==> config.mk <==
export PLATFORM = sky130hd
export DESIGN_NAME = chacha_stream_adapter
export DESIGN_NICKNAME = d
export VERILOG_FILES = /design/src/rtl/chacha_stream_adapter_pkg.sv /design/src/rtl/chacha_stream_adapter.sv
export SDC_FILE = /design/constraint.sdc
export NUM_CORES = 2
export LEC_CHECK = 0
export BUFFER_PORTS_ARGS = -buffer_cell sky130_fd_sc_hd__clkbuf_2
export CAP_MARGIN = 25
export CORE_AREA = 2 2 479 481
export CTS_CLUSTER_SIZE = 20
export DETAILED_ROUTE_END_ITERATION = 6
export DIE_AREA = 0 0 481 483
export PLACE_DENSITY_LB_ADDON = 0.08
export RECOVER_POWER = 100
export SLEW_MARGIN = 20
export SYNTH_ARGS = -nofsm -noshare
export SYNTH_HDL_FRONTEND = slang
export SYNTH_SLANG_ARGS = --single-unit
==> constraint.sdc <==
create_clock -name clk -period 4.96 [get_ports clk]
set_input_delay 0.248 -clock clk [delete_from_list [all_inputs] [get_ports clk]]
set_output_delay 0.248 -clock clk [all_outputs]
set_load 0.02 [all_outputs]
==> src/rtl/chacha_stream_adapter_pkg.sv <==
// chacha_pkg: shared widths, FSM states and block word helpers for the ChaCha stream adapter
package chacha_pkg;
  localparam int CHACHA_BLOCK_W = 512;
  localparam int CHACHA_WORD_W = 32;
  localparam int CHACHA_WORDS = 16;
  localparam int CHACHA_CTR_W = 64;
  typedef enum logic [2:0] {IDLE, FILL, ISSUE, WAIT, DRAIN} state_e;
  function automatic logic [CHACHA_BLOCK_W-1:0] put_word(logic [CHACHA_BLOCK_W-1:0] b, logic [3:0] k,
                                                         logic [CHACHA_WORD_W-1:0] w);
    put_word = b;
    for (int i = 0; i < CHACHA_WORDS; i++)
      if (k == i[3:0]) put_word[CHACHA_BLOCK_W-1-CHACHA_WORD_W*i -: CHACHA_WORD_W] = w;
  endfunction
  function automatic logic [CHACHA_WORD_W-1:0] get_word(logic [CHACHA_BLOCK_W-1:0] b, logic [3:0] k);
    get_word = '0;
    for (int i = 0; i < CHACHA_WORDS; i++)
      if (k == i[3:0]) get_word = b[CHACHA_BLOCK_W-1-CHACHA_WORD_W*i -: CHACHA_WORD_W];
  endfunction
endpackage

==> src/rtl/chacha_stream_adapter.sv <==
// chacha_stream_adapter: packs words into ChaCha blocks, drives core start pulses and re-serialises results
module chacha_stream_adapter
  import chacha_pkg::*;
#(
  parameter logic [CHACHA_CTR_W-1:0] RESET_CTR = 64'h0
) (
  input  logic                      clk,
  input  logic                      reset_n,
  input  logic                      cfg_load,
  input  logic [CHACHA_CTR_W-1:0]   cfg_ctr,
  input  logic                      in_valid,
  output logic                      in_ready,
  input  logic [CHACHA_WORD_W-1:0]  in_data,
  input  logic                      in_last,
  output logic                      out_valid,
  input  logic                      out_ready,
  output logic [CHACHA_WORD_W-1:0]  out_data,
  output logic                      out_last,
  output logic                      core_init,
  output logic                      core_next,
  output logic [CHACHA_CTR_W-1:0]   core_ctr,
  output logic [CHACHA_BLOCK_W-1:0] core_data_in,
  input  logic                      core_ready,
  input  logic                      core_data_out_valid,
  input  logic [CHACHA_BLOCK_W-1:0] core_data_out,
  output logic                      busy
);
  state_e                    state_q, state_d;
  logic [CHACHA_BLOCK_W-1:0] buf_q, buf_d;
  logic [4:0]                cnt_q, cnt_d;
  logic [3:0]                idx_q, idx_d;
  logic                      first_q, first_d;
  logic                      last_seen_q, last_seen_d;
  logic [CHACHA_CTR_W-1:0]   ctr_q, ctr_d;
  logic                      init_q, init_d;
  logic                      next_q, next_d;
  logic                      at_end;
  always_ff @(posedge clk) begin
    if (!reset_n) begin
      state_q <= IDLE;
      buf_q <= '0;
      cnt_q <= '0;
      idx_q <= '0;
      first_q <= 1'b1;
      last_seen_q <= 1'b0;
      ctr_q <= RESET_CTR;
      init_q <= 1'b0;
      next_q <= 1'b0;
    end else begin
      state_q <= state_d;
      buf_q <= buf_d;
      cnt_q <= cnt_d;
      idx_q <= idx_d;
      first_q <= first_d;
      last_seen_q <= last_seen_d;
      ctr_q <= ctr_d;
      init_q <= init_d;
      next_q <= next_d;
    end
  end
  assign in_ready = state_q == IDLE || state_q == FILL;
  assign out_valid = state_q == DRAIN;
  assign at_end = {1'b0, idx_q} == cnt_q - 5'd1;
  assign out_data = out_valid ? get_word(buf_q, idx_q) : '0;
  assign out_last = out_valid && last_seen_q && at_end;
  assign busy = state_q != IDLE;
  assign core_init = init_q;
  assign core_next = next_q;
  assign core_ctr = ctr_q;
  assign core_data_in = buf_q;
  always_comb begin
    state_d = state_q;
    buf_d = buf_q;
    cnt_d = cnt_q;
    idx_d = idx_q;
    first_d = first_q;
    last_seen_d = last_seen_q;
    ctr_d = (init_q || next_q) ? ctr_q + 1'b1 : ctr_q;
    init_d = 1'b0;
    next_d = 1'b0;
    case (state_q)
      IDLE, FILL: begin
        if (state_q == IDLE && cfg_load) begin
          ctr_d = cfg_ctr;
          first_d = 1'b1;
        end
        if (in_valid) begin
          buf_d = put_word(buf_q, cnt_q[3:0], in_data);
          cnt_d = cnt_q + 5'd1;
          state_d = (in_last || cnt_q == 5'd15) ? ISSUE : FILL;
          last_seen_d = in_last;
        end
      end
      ISSUE: begin
        if (core_ready) begin
          init_d = first_q;
          next_d = !first_q;
          first_d = 1'b0;
          state_d = WAIT;
        end
      end
      WAIT: begin
        if (core_data_out_valid) begin
          buf_d = core_data_out;
          idx_d = '0;
          state_d = DRAIN;
        end
      end
      DRAIN: begin
        if (out_ready) begin
          idx_d = idx_q + 4'd1;
          if (at_end) begin
            state_d = IDLE;
            cnt_d = '0;
            idx_d = '0;
            last_seen_d = 1'b0;
            buf_d = '0;
          end
        end
      end
      default: state_d = IDLE;
    endcase
  end
endmodule
==> results <==
- The floorplan step defined a die boundary enclosing 232,000 um^2.
- The number of flops mapped to enable cells by yosys is 0.
- After synthesis, the largest family of logic cells by area is compound AO/OA/AOI/OAI gates.
- The net switching power is 5.69 mW.
- The initial antenna violation count is 59.
- The routability congestion estimate is 0.855.
- TritonCTS built the clock tree.
- The logic gate share of total power is 0.218.
- The placed wire-length estimate after detailed placement is 236 mm.
- Clock latency on the worst-skew pair, taken at its later pin, is 750 ps.
- The share of synthesized registers carrying an async set or reset is 0.
- The growth of design area from synthesis to finish is 44.7%.
- The longest individual stage delay on the worst path is 790 ps.
- The normalized max-slew margin is -0.628.
- Among all flip-flop cells after synthesis, the most frequent one is sky130_fd_sc_hd__dfxtp_1.
- The number of vias after detailed routing is 43,110.
- Dividing the synthesized area by the synthesized cell count gives 8.04 um^2.
- The clock-pin slew reported for the worst setup and hold paths after clock tree synthesis is 50 ps.
- The number of buffers inserted during clock tree synthesis is 87.
- The tool flagged a number of max-cap violations equal to 4.
- The buffer levels on the longest clock path is 3.
- The floorplan step defined a core boundary enclosing 227,000 um^2.
- Walking the worst path, the cells encountered are inv_1 -> ha_4 -> and3b_1 -> a22oi_1 -> o221ai_1 -> o21ai_0 -> a21oi_1 -> clkbuf_2.
- The run finished, with violations left.
- Setup repair after global routing left no endpoint under its margin.
- The met1 track demand over resource is 0.300.
- The total power per unit cell area is 305 nW/um^2.
- The maximum clock rate is 209 MHz.
- The die height is 483 um.
- Setup violations remaining at the end of the flow were counted as 0.
- The iteration-0 DRC count of the detailed router is 3,119.
- Summing all non-filler instances in the final layout gives an area of 52,000 um^2.
- The number of levels in the clock H-tree is 3.
- sky130_fd_sc_hd__dfxtp_1 takes more of the synthesized area than any other cell.
- The number of nets in the synthesized netlist is 5,092.
- The maximum ir drop on the vdd rail is 0.241 mV.
- The slowest stage of the critical path belongs to the cell sky130_fd_sc_hd__and3b_1.
- The synthesized netlist occupies a cell area of 35,900 um^2.
- The initial utilization of the core area, before any placement, comes to 0.158.
- Of the post-synthesis cell area, the dominant cell type holds 0.330.
- The leakage power is 18.7 nW.
- Summed over all failing endpoints, the final setup total negative slack is 0 ps.
- Of the total power, the share spent switching nets is 0.359.
- The class of the most critical setup path is flip-flop to primary output.
- In this run the core area contains 175 standard-cell rows.
- Synthesis produced a netlist whose cell count is 4,466.
- The number of top-level pins is 1,230.
- The number of pins exceeding their max-slew limit in the final report came to 185.
- Dividing the detail-routed wire length by the instance count gives 35.4 um.
- The tree built by TritonCTS fans out to 592 sinks.
- Entering global routing, the biggest net connects 160 pins.
- The relative contribution of sequential cells to total power is 0.359.
- The kind of start point of the critical path is a flip-flop.
- The total count of hold-check failures in the final report is 0.
- The actual transition at the worst max-transition pin is 2440 ps.
- The fraction of the mapped netlist area in compound gates came to 0.346.
- After global routing the overflow that remains totals 0.
- Once detail routing completed, the nets flagged for antenna violations numbered 0.
- The number of register bits inferred by synthesis is 592.
- The first global-routing pass estimated 416 mm of wire.
- Of the post-synthesis cell area, the part taken by muxes is 0.
- The share of synthesized cell area in and, or, nand and nor gates is 0.238.
- For this run, the detailed router's first-pass iteration total came to 5.
- The wire length reported by the detailed router is 317 mm.
- For this run, global-route usage on met2 was measured as 0.469.
- The clock tree root driver cell is sky130_fd_sc_hd__clkbuf_16.
- Of the total synthesized cell area, the portion taken by full adders, half adders and majority gates is 0.00348.
- Of the total power, the clock network draws 0.424.
- The final layout net count is 6,468.
- STA classifies the critical path endpoint as a primary output.
- The final worst hold slack is 73.3 ps.
- The part of the cycle the worst path needs is 0.964.
- The final reports fail on max-capacitance violations, max-slew violations.
- The maximum clock skew at final layout is 36.2 ps.
- The highest net fanout along the worst path is 23.
- The DRC violations left is 0.
- The count of port buffers added during placement is 1,229.
- In the final layout, the share of cells above drive strength 1 is 0.232.
- Sorting the synthesized cells by how often they occur yields 716 x sky130_fd_sc_hd__nand2_1, 618 x sky130_fd_sc_hd__a21oi_1, 592 x sky130_fd_sc_hd__dfxtp_1.
- The worst hold path belongs to the class input port to flip-flop.
- The total routing usage reported by global routing is 0.261.
- The width of the chip is 481 um.
- The number of warnings printed during yosys synthesis is 0.
- Summing all placed instances gives a cell area of 44,700 um^2.
- The number of global-route vias before repair is 43,655.
- For the worst setup path, the data required time is 4710 ps.
- The synthesized netlist contains 80 unique library cells.
- The peak-usage layer in the global routing report is met2.
- The vias per cell is 4.81.
- The met3 track utilization from global routing is 0.0479.
- The most common cell in the synthesized netlist is sky130_fd_sc_hd__nand2_1.
- By area the synthesized netlist is led by sky130_fd_sc_hd__dfxtp_1 33%, sky130_fd_sc_hd__o221a_2 12%, sky130_fd_sc_hd__nand2b_1 9.5%, sky130_fd_sc_hd__a21oi_1 8.6%, sky130_fd_sc_hd__nand2_1 7.5%.
- The post-synthesis xor/xnor area fraction is 0.00805.
- Counting I/O delays and the setup requirement, the final critical path takes 4780 ps.
- STA puts the critical path data arrival time at 4540 ps.
- Cell internal power was estimated by the tool at 10.2 mW.
- For this run, the register share of the synthesized area comes to 0.330.
==> logic make-up after synthesis <==
logic type | Yosys count
simple gates | 1651
compound gates | 1577
buf+inv | 603
flops | 592
xor+xnor | 33
fa+ha+maj | 10
==> flip-flops by register name, summed over array words and instances, names as in the netlist <==
name and count:
cnt_q 5, core_ctr 64, core_data_in 512, core_init 1
core_next 1, first_q 1, idx_q 4, last_seen_q 1
state_q 3
==> final timing paths <==
path                                 from                              to  slack, ps  cells after the start
hold / removal                   cfg_load          core_ctr[0]$_SDFF_PN0_         70                      5
setup reg to reg  state_q[0]$_SDFFE_PN0P_  core_data_in[445]$_SDFFE_PN0P_        480                      6
hold reg to reg      first_q$_SDFFE_PN1P_            core_next$_SDFF_PN0_        460                      1
setup / recovery    idx_q[0]$_SDFFE_PN0P_                    out_data[30]        180                      8
==> metal layers <==
layer  part of all wire  up-vias
met4              0.048       36
met3              0.053      381
met1               0.40    21782
li1                   -    19310
met2               0.50     1601
met5            0.00071        -
==> what timing repair did <==
action | in CTS | in global routing
buffers inserted | 1 | 3
setup endpoints to repair | 5 | 3
resized for setup | 0 | 1
hold endpoints to repair | 502 | 0
pin swaps | 3 | 1
gates cloned | 0 | 0
hold buffers | 500 | 0
==> per-stage QoR <==
stage	worst slack [ps]	utilization	total power, mW	cells
6_report	177	0.229	15.8	8954
5_1_grt	26.0	0.229	16.4	8935
4_1_cts	0.374	0.232	16.2	8916
3_5_place_dp	791	0.197	9.02	8256
3_3_place_gp	820	0.197	9.03	8255
2_1_floorplan	2240	-	7.13	4466
==> final cells by class <==
type / count / area (um^2)
Antenna cell: 33 / 82.6
Inverter: 50 / 198
Tap cell: 3009 / 3760
Clock inverter: 30 / 388
Timing Repair Buffer: 1840 / 11500
Multi-Input combinational cell: 3271 / 21600
Sequential cell: 592 / 11900
Fill cell: 25868 / 175000
Clock buffer: 129 / 2550
==> placed cells by master, fill, tap and decap left out, types with 55 or more instances in the layout <==
cell type / netlist / routed
sky130_fd_sc_hd__a21oi_1: 618 / 618
sky130_fd_sc_hd__buf_4: 29 / 81
sky130_fd_sc_hd__clkbuf_1: 408 / 615
sky130_fd_sc_hd__clkbuf_16: 0 / 88
sky130_fd_sc_hd__clkbuf_2: 1 / 642
sky130_fd_sc_hd__dfxtp_1: 592 / 590
sky130_fd_sc_hd__dlygate4sd3_1: 0 / 500
sky130_fd_sc_hd__nand2_1: 716 / 713
sky130_fd_sc_hd__nand2b_1: 545 / 544
sky130_fd_sc_hd__nand3_1: 61 / 60
sky130_fd_sc_hd__nor2_1: 56 / 55
sky130_fd_sc_hd__o211ai_1: 58 / 58
sky130_fd_sc_hd__o21ai_0: 69 / 70
sky130_fd_sc_hd__o221a_1: 152 / 155
sky130_fd_sc_hd__o221a_2: 387 / 384
==> power groups by stage <==
stage	logic (mW)	clock network, mW	registers, mW
2_1_floorplan	1.33	0	5.80
3_3_place_gp	3.22	0	5.81
3_5_place_dp	3.22	0	5.80
4_1_cts	3.58	6.90	5.70
5_1_grt	3.66	7.04	5.70
6_report	3.45	6.71	5.68
==> worst max-delay path, delay by kind of cell (launching register included) <==
kind | cells | cell delay, ps
adders and majority gates | 1 | 450
and+or+nand+nor | 1 | 790
AOI/OAI and AO/OA | 4 | 1670
buffers and inverters | 2 | 470
DFF | 1 | 400
No activity file was read; power rests on OpenSTA's default activity.
